`src/rtl/rf_write_arbiter.sv`:
```
`default_nettype none
`timescale 1ns/1ps
// ---------------------------------------------------------------------------
// Module   : rf_write_arbiter
// Purpose  : Two-port (ALU / load) register-file writeback arbiter.
//            Each port has its own queue, and the ports take turns round-robin.
// Revision : 1.0
// ---------------------------------------------------------------------------
module rf_write_arbiter #(
   parameter int DEPTH = 2
) (
   input  logic        clk,
   input  logic        rst,
   input  logic        a_valid,
   input  logic [4:0]  a_dest,
   input  logic [31:0] a_data,
   output logic        a_ready,
   input  logic        b_valid,
   input  logic [4:0]  b_dest,
   input  logic [31:0] b_data,
   output logic        b_ready,
   output logic        rf_wr_en,
   output logic [4:0]  rf_dest,
   output logic [31:0] rf_data,
   output logic [31:0] pending_mask
);

   localparam int c_PW = $clog2(DEPTH);
   localparam int c_CW = c_PW + 1;

   logic [c_PW-1:0] r_wrPtr   [2];
   logic [c_PW-1:0] r_rdPtr   [2];
   logic [c_CW-1:0] r_count   [2];
   logic [4:0]      r_destMem [2][DEPTH];
   logic [31:0]     r_dataMem [2][DEPTH];
   logic            r_preferA;

   logic [1:0]      w_valid;
   logic [1:0]      w_ready;
   logic [1:0]      w_push;
   logic [1:0]      w_nonEmpty;
   logic [1:0]      w_grant;
   logic [4:0]      w_inDest [2];
   logic [31:0]     w_inData [2];
   logic            w_sel;
   logic [4:0]      w_headDest;
   logic [31:0]     w_headData;
   logic [31:0]     w_pending;
   logic [c_PW-1:0] w_offset;

   assign w_valid     = {b_valid, a_valid};
   assign w_inDest[0] = a_dest;
   assign w_inDest[1] = b_dest;
   assign w_inData[0] = a_data;
   assign w_inData[1] = b_data;

   always_comb begin
      w_ready    = '0;
      w_nonEmpty = '0;
      for (int p = 0; p < 2; p++) begin
         w_ready[p]    = (r_count[p] != c_CW'(DEPTH));
         w_nonEmpty[p] = (r_count[p] != '0);
      end
   end

   assign w_push  = w_valid & w_ready;
   assign a_ready = w_ready[0];
   assign b_ready = w_ready[1];

   // The port that did not win last time gets priority when both are waiting.
   assign w_grant[0] = w_nonEmpty[0] && (!w_nonEmpty[1] || r_preferA);
   assign w_grant[1] = w_nonEmpty[1] && !w_grant[0];

   assign w_sel      = w_grant[1];
   assign w_headDest = r_destMem[w_sel][r_rdPtr[w_sel]];
   assign w_headData = r_dataMem[w_sel][r_rdPtr[w_sel]];

   always_ff @(posedge clk or posedge rst) begin
      if (rst) begin
         for (int p = 0; p < 2; p++) begin
            r_wrPtr[p] <= '0;
            r_rdPtr[p] <= '0;
            r_count[p] <= '0;
         end
         r_preferA <= 1'b1;
         rf_wr_en  <= 1'b0;
         rf_dest   <= '0;
         rf_data   <= '0;
      end else begin
         for (int p = 0; p < 2; p++) begin
            if (w_push[p])
               r_wrPtr[p] <= r_wrPtr[p] + c_PW'(1);
            if (w_grant[p])
               r_rdPtr[p] <= r_rdPtr[p] + c_PW'(1);
            r_count[p] <= r_count[p] + c_CW'(w_push[p]) - c_CW'(w_grant[p]);
         end
         if (w_grant != 2'b00) begin
            r_preferA <= w_grant[1];
            rf_wr_en  <= (w_headDest != 5'd0);
            rf_dest   <= w_headDest;
            rf_data   <= w_headData;
         end else begin
            rf_wr_en  <= 1'b0;
         end
      end
   end

   // Queue storage needs no reset; occupancy alone decides which slots are live.
   always_ff @(posedge clk) begin
      for (int p = 0; p < 2; p++) begin
         if (w_push[p]) begin
            r_destMem[p][r_wrPtr[p]] <= w_inDest[p];
            r_dataMem[p][r_wrPtr[p]] <= w_inData[p];
         end
      end
   end

   always_comb begin
      w_pending = '0;
      w_offset  = '0;
      for (int p = 0; p < 2; p++) begin
         for (int i = 0; i < DEPTH; i++) begin
            w_offset = c_PW'(i) - r_rdPtr[p];
            if ({1'b0, w_offset} < r_count[p])
               w_pending[r_destMem[p][i]] = 1'b1;
         end
      end
   end

   assign pending_mask = w_pending;

endmodule
`default_nettype wire

```
`config.mk`:
```
export PLATFORM = sky130hd
export DESIGN_NAME = rf_write_arbiter
export DESIGN_NICKNAME = d
export VERILOG_FILES = /design/src/rtl/rf_write_arbiter.sv
export SDC_FILE = /design/constraint.sdc
export NUM_CORES = 1
export LEC_CHECK = 0
export CELL_PAD_IN_SITES_DETAIL_PLACEMENT = 1
export CELL_PAD_IN_SITES_GLOBAL_PLACEMENT = 1
export CORE_AREA = 2 2 152 154
export CTS_CLUSTER_SIZE = 30
export DETAILED_ROUTE_END_ITERATION = 8
export DIE_AREA = 0 0 154 156
export PLACE_DENSITY_LB_ADDON = 0.2
export SYNTH_ARGS = -nofsm -noshare
export SYNTH_HDL_FRONTEND = slang
export SYNTH_SLANG_ARGS = --single-unit
```
`constraint.sdc`:
```
create_clock -name clk -period 8.72 [get_ports clk]
set_input_delay 1.744 -clock clk [delete_from_list [all_inputs] [get_ports clk]]
set_output_delay 1.744 -clock clk [all_outputs]
set_load 0.05 [all_outputs]
```
* Word level (Yosys, flattened, before mapping) *
Memories as Yosys holds them, arrays and structs flattened.
Cells that the tools add are included.

operators by class
  equal/unequal tests = 2
  add/sub/neg operators = 12
  reductions and logical operators = 15
  multiplexer cells = 36
  bitwise logic cells = 8
  order comparisons = 18

operator list
  operator                                                                             count
  32-bit two-way mux                                                                   9
  64-bit two-way mux                                                                   2
  32-bit bitwise OR                                                                    3
  32-bit demux with 1-bit select                                                       2
  5-bit two-way mux                                                                    5
  5-bit by 6-bit < comparator with 1-bit output, second input constant                 4
  1-bit demux with 5-bit select                                                        4
  5-bit by 1-bit greater-or-equal comparator with 1-bit output, second input constant  4
  10-bit two-way mux                                                                   2
  5-bit demux with 1-bit select                                                        2
  1-bit two-way mux                                                                    10
  2-bit greater-or-equal comparator, second input constant                             4
  1-bit logical AND                                                                    8
  1-bit by 2-bit < comparator with 1-bit output                                        4
  1-bit NOT with 2-bit output                                                          4
  2-bit nonzero test                                                                   3
  5-bit nonzero test                                                                   1
  1-bit adder, second input constant                                                   4
  2-bit by 1-bit adder with 2-bit output                                               2
  2-bit by 1-bit < comparator with 1-bit output, second input constant                 2
  2-bit inequality test, second input constant                                         2
  1-bit subtractor, first input constant                                               4
  2-bit by 1-bit subtractor with 2-bit output                                          2
  2-bit AND                                                                            1
  other kinds (2)                                                                      3

word-level totals
  word-level logic and storage cells = 103
  memories = 2
  bits of input ports = 78
  RAM bits = 148
  register bits = 47

memories
  memory     words  bits a word  read ports  clocked after memory_dff  wr ports  line  source
  r_dataMem  2      64           1           0                         2         35    logic [31:0] r_dataMem [2][DEPTH];
  r_destMem  2      10           3           0                         2         34    logic [4:0] r_destMem [2][DEPTH];

* Longest topological paths before layout *
  depth in word-level cells = 16
  mapped depth = 8

* Worst setup path before layout *
OpenSTA, ideal clock, no wires.

  kind = input -> register
  start point = input port b_valid
  end point = memory r_dataMem[1][32] (netlist name), enable pin
  stages on the path = 2
  slack = 4,853 ps
  data arrival time = 3,436 ps
  library setup time = 431 ps
  cells stage by stage = nand2_1 > nor2_1

RTL lines
  element          line  source
  start, declared  18    input logic b_valid,
  end, declared    35

* Final worst setup path *
  start point = register r_rdPtr[0] (netlist name)
  end point = output port pending_mask[13]

between the ends
  word-level cells in the longest chain between the ends = 5
  elaborated cells on any way between the ends = 7

RTL lines
  element                                        line  source
  start, declared                                32    logic [c_PW-1:0] r_rdPtr [2];
  start signal, assigned by index                94    r_rdPtr[p] <= r_rdPtr[p] + c_PW'(1);
  1-bit subtractor                               123   w_offset = c_PW'(i) - r_rdPtr[p];
  1-bit by 2-bit < comparator with 1-bit output  124   if ({1'b0, w_offset} < r_count[p])
  32-bit two-way mux                             124
  32-bit bitwise OR (no line)                    -
  32-bit two-way mux (*)                         124
  end, declared                                  25    output logic [31:0] pending_mask

Every way passes the cells marked *; elsewhere a longest branch is shown, timed or not.

==> impl_metrics.env <==
export IMPL_period_share_pct=54.92
export IMPL_finalNetCount=870
export IMPL_rows=55
export IMPL_grt_pass1_vias=6737
export IMPL_grt_antenna_before_repair=2
export IMPL_clockBufferDepth=2
export IMPL_peakVddDrop_mv=0.2111
export IMPL_outcome="complete, no violations"
export IMPL_synth_ff_type="edfxtp_1"
export IMPL_synth_nets=748
export IMPL_cts_resized=0
export IMPL_synth_edff_count=148
export IMPL_worstPathMaxFanout=20
export IMPL_synth_area_sq_um=8843
export IMPL_max_freq_mhz=208.8
export IMPL_grt_first_pass_wirelength_um=39230
export IMPL_hold_buffers=0
export IMPL_rsz0062_at_grt="false"
export IMPL_final_util_pct=49.66
export IMPL_drive_gt1_share_pct=11.10
export IMPL_worstMarginPinSlew_ns=1.237
export IMPL_drt_pass1_iter_count=5
export IMPL_syn_inst=667
export IMPL_post_cts_buffers=0
export IMPL_gp_congestion=0.8999
export IMPL_power_density_nw_per_um2=386.2
export IMPL_layout_common_cells="clkdlybuf4s50_1 (149), edfxtp_1 (148), a211oi_1 (67)"
export IMPL_dp_hpwl_um=16990
export IMPL_vias_per_cell=5.714
export IMPL_drv_slew=0
export IMPL_portBuffers=149
export IMPL_worst_clock_skew_ns=0.01298
export IMPL_ys_types=60
export IMPL_cts_tree="yes"
export IMPL_first_iter_violations=360
export IMPL_async_flop_share_pct=24.10
export IMPL_endpoint_kind="primary output"
export IMPL_required_ns=6.98
export IMPL_cts_sinks=195
export IMPL_die_h_um=156
export IMPL_hold_path_class="register to register"
export IMPL_io_pins=150
export IMPL_cellLeakagePower_nw=3.682
export IMPL_clockRootBuffer="clkbuf_16"
export IMPL_dp_cells=1055
export IMPL_clock_latency_ns=0.44
export IMPL_worstPathArrival_ns=3.05
export IMPL_clk_pin_slew_ns=0.08
export IMPL_dieWidth_um=154
export IMPL_routed_wl_um=25380
export IMPL_route_antenna_remaining_nets=0
export IMPL_syn_avg_cell_area_sq_um=13.26
export IMPL_track_usage_pct=21.52
export IMPL_r2r_setup_slack_ns=6.31
export IMPL_grt_overflow_total=0
export IMPL_cap_violations=0
export IMPL_fin_cells=1088
export IMPL_criticalPathCategory="register to primary output"
export IMPL_synth_seq_cells=195
export IMPL_start_util_pct=39.54
export IMPL_relSlewSlack_pct=17.31
export IMPL_min_period_ns=4.789
export IMPL_ys_seq_area_share_pct=63.57
export IMPL_timing_hold_violations_final=0
export IMPL_num_vias=6217
export IMPL_core_sq_um=22370
export IMPL_ys_warn_count=0
export IMPL_setup_viol=0
export IMPL_grt_max_degree=76
export IMPL_drc=0
export IMPL_layout_commonest_cell="clkdlybuf4s50_1"
export IMPL_setup_tns_ns=0
export IMPL_start_kind="register"
export IMPL_cts_made_buffers=17
export IMPL_fp_dieArea_sq_um=24020
export IMPL_htree_levels=4
export IMPL_syn2layout_area_growth_pct=25.58
export IMPL_wire_per_inst_um=23.33
==> cell type report <==
cell class,count,area [sq um]
inverters,11,41.29
diodes,1,2.502
clock inverters,14,187.7
clock buffers,18,439.2
repair buffers,154,1529
fillers,2264,11260
well taps,285,356.6
multi-input cells,410,2925
flip-flops and latches,195,5624
==> per-stage QoR <==
| stage | total power (W) | area (sq um) | worst slack [ns] | hold slack (ns) |
|---|---|---|---|---|
| global placement | 0.003454 | 10480 | 4.495 | 0.4673 |
| detailed placement | 0.003519 | 10480 | 4.465 | 0.4820 |
| global route | 0.004512 | 11100 | 3.811 | 0.5240 |
| CTS | 0.004343 | 11100 | 3.977 | 0.4996 |
| floorplan | 0.002886 | 8843 | 4.853 | 0.4608 |
| finish | 0.004289 | 11110 | 3.931 | 0.4990 |
==> critical path, cell delays in order (launching register included) <==
cell             delay, ns
dfrtp_2               0.55
nand2b_1              0.22
a211oi_1              0.72
a22oi_1               0.16
o221ai_1              0.11
clkdlybuf4s50_1       0.85
==> registers in the layout, indices dropped and copies added (netlist names) <==
name,flops
r_rdPtr,2
r_preferA,1
rf_dest,5
r_destMem,20
r_count,4
rf_data,32
rf_wr_en,1
r_wrPtr,2
r_dataMem,128
==> logic make-up after synthesis <==
family | Yosys count | synth area share [%]
XOR/XNOR | 8 | 0.7923
AO/OA/AOI/OAI | 193 | 18.22
multiplexers | 6 | 0.7357
AND/OR/NAND/NOR | 200 | 12.61
adder cells (fa/ha/maj) | 3 | 0.4245
flip-flops | 195 | 63.57
buffers and inverters | 62 | 3.650
==> worst paths after layout <==
| path | start | to | cells past startpoint |
|---|---|---|---|
| setup / recovery | r_rdPtr[0]$_DFFE_PP0P_ | pending_mask[13] | 5 |
| hold / removal | rf_dest[0]$_DFFE_PP0P_ | rf_dest[0]$_DFFE_PP0P_ | 2 |
| setup reg to reg | r_count[3]$_DFF_PP0_ | rf_data[23]$_DFFE_PP0P_ | 4 |
| hold reg to reg | rf_dest[0]$_DFFE_PP0P_ | rf_dest[0]$_DFFE_PP0P_ | 2 |
| max in group asynchronous | rst | r_rdPtr[1]$_DFFE_PP0P_ | 3 |
| min in group asynchronous | rst | rf_data[20]$_DFFE_PP0P_ | 3 |
==> synthesized netlist by cell type (8+ instances only) <==
cell,instances,area share (%)
a211oi_1,67,5.7
a22oi_1,11,0.93
buf_2,17,0.96
buf_4,10,0.85
clkbuf_1,18,0.76
dfrtp_1,46,13
edfxtp_1,148,50
inv_1,11,0.47
nand2_1,55,2.3
nand3_1,8,0.45
nor2_1,15,0.64
nor2b_1,65,4.6
o221ai_1,21,2.1
o22ai_1,9,0.64
o31ai_1,14,1.2
o31ai_2,20,2.8
or3_1,8,0.57
==> where the power goes <==
part           leakage, nW  internal, W  total [W]  switching [W]
Clock                0.301     0.000423   0.000812       0.000389
Sequential            1.92      0.00132    0.00152       0.000198
Combinational         1.46     0.000653    0.00196        0.00130
==> metal layers <==
| layer | up-vias | wire length, um | share of wire (%) | GRT usage, % |
|---|---|---|---|---|
| li1 | 2835 | - | - | - |
| met1 | 3138 | 10610 | 42 | 26.38 |
| met5 | - | 10 | 0.039 | 0 |
| met2 | 200 | 12840 | 51 | 37.63 |
| met4 | 2 | 518 | 2.0 | 7.121 |
| met3 | 42 | 1402 | 5.5 | 5.000 |
Note: power is estimated with default switching activity, not from simulation.
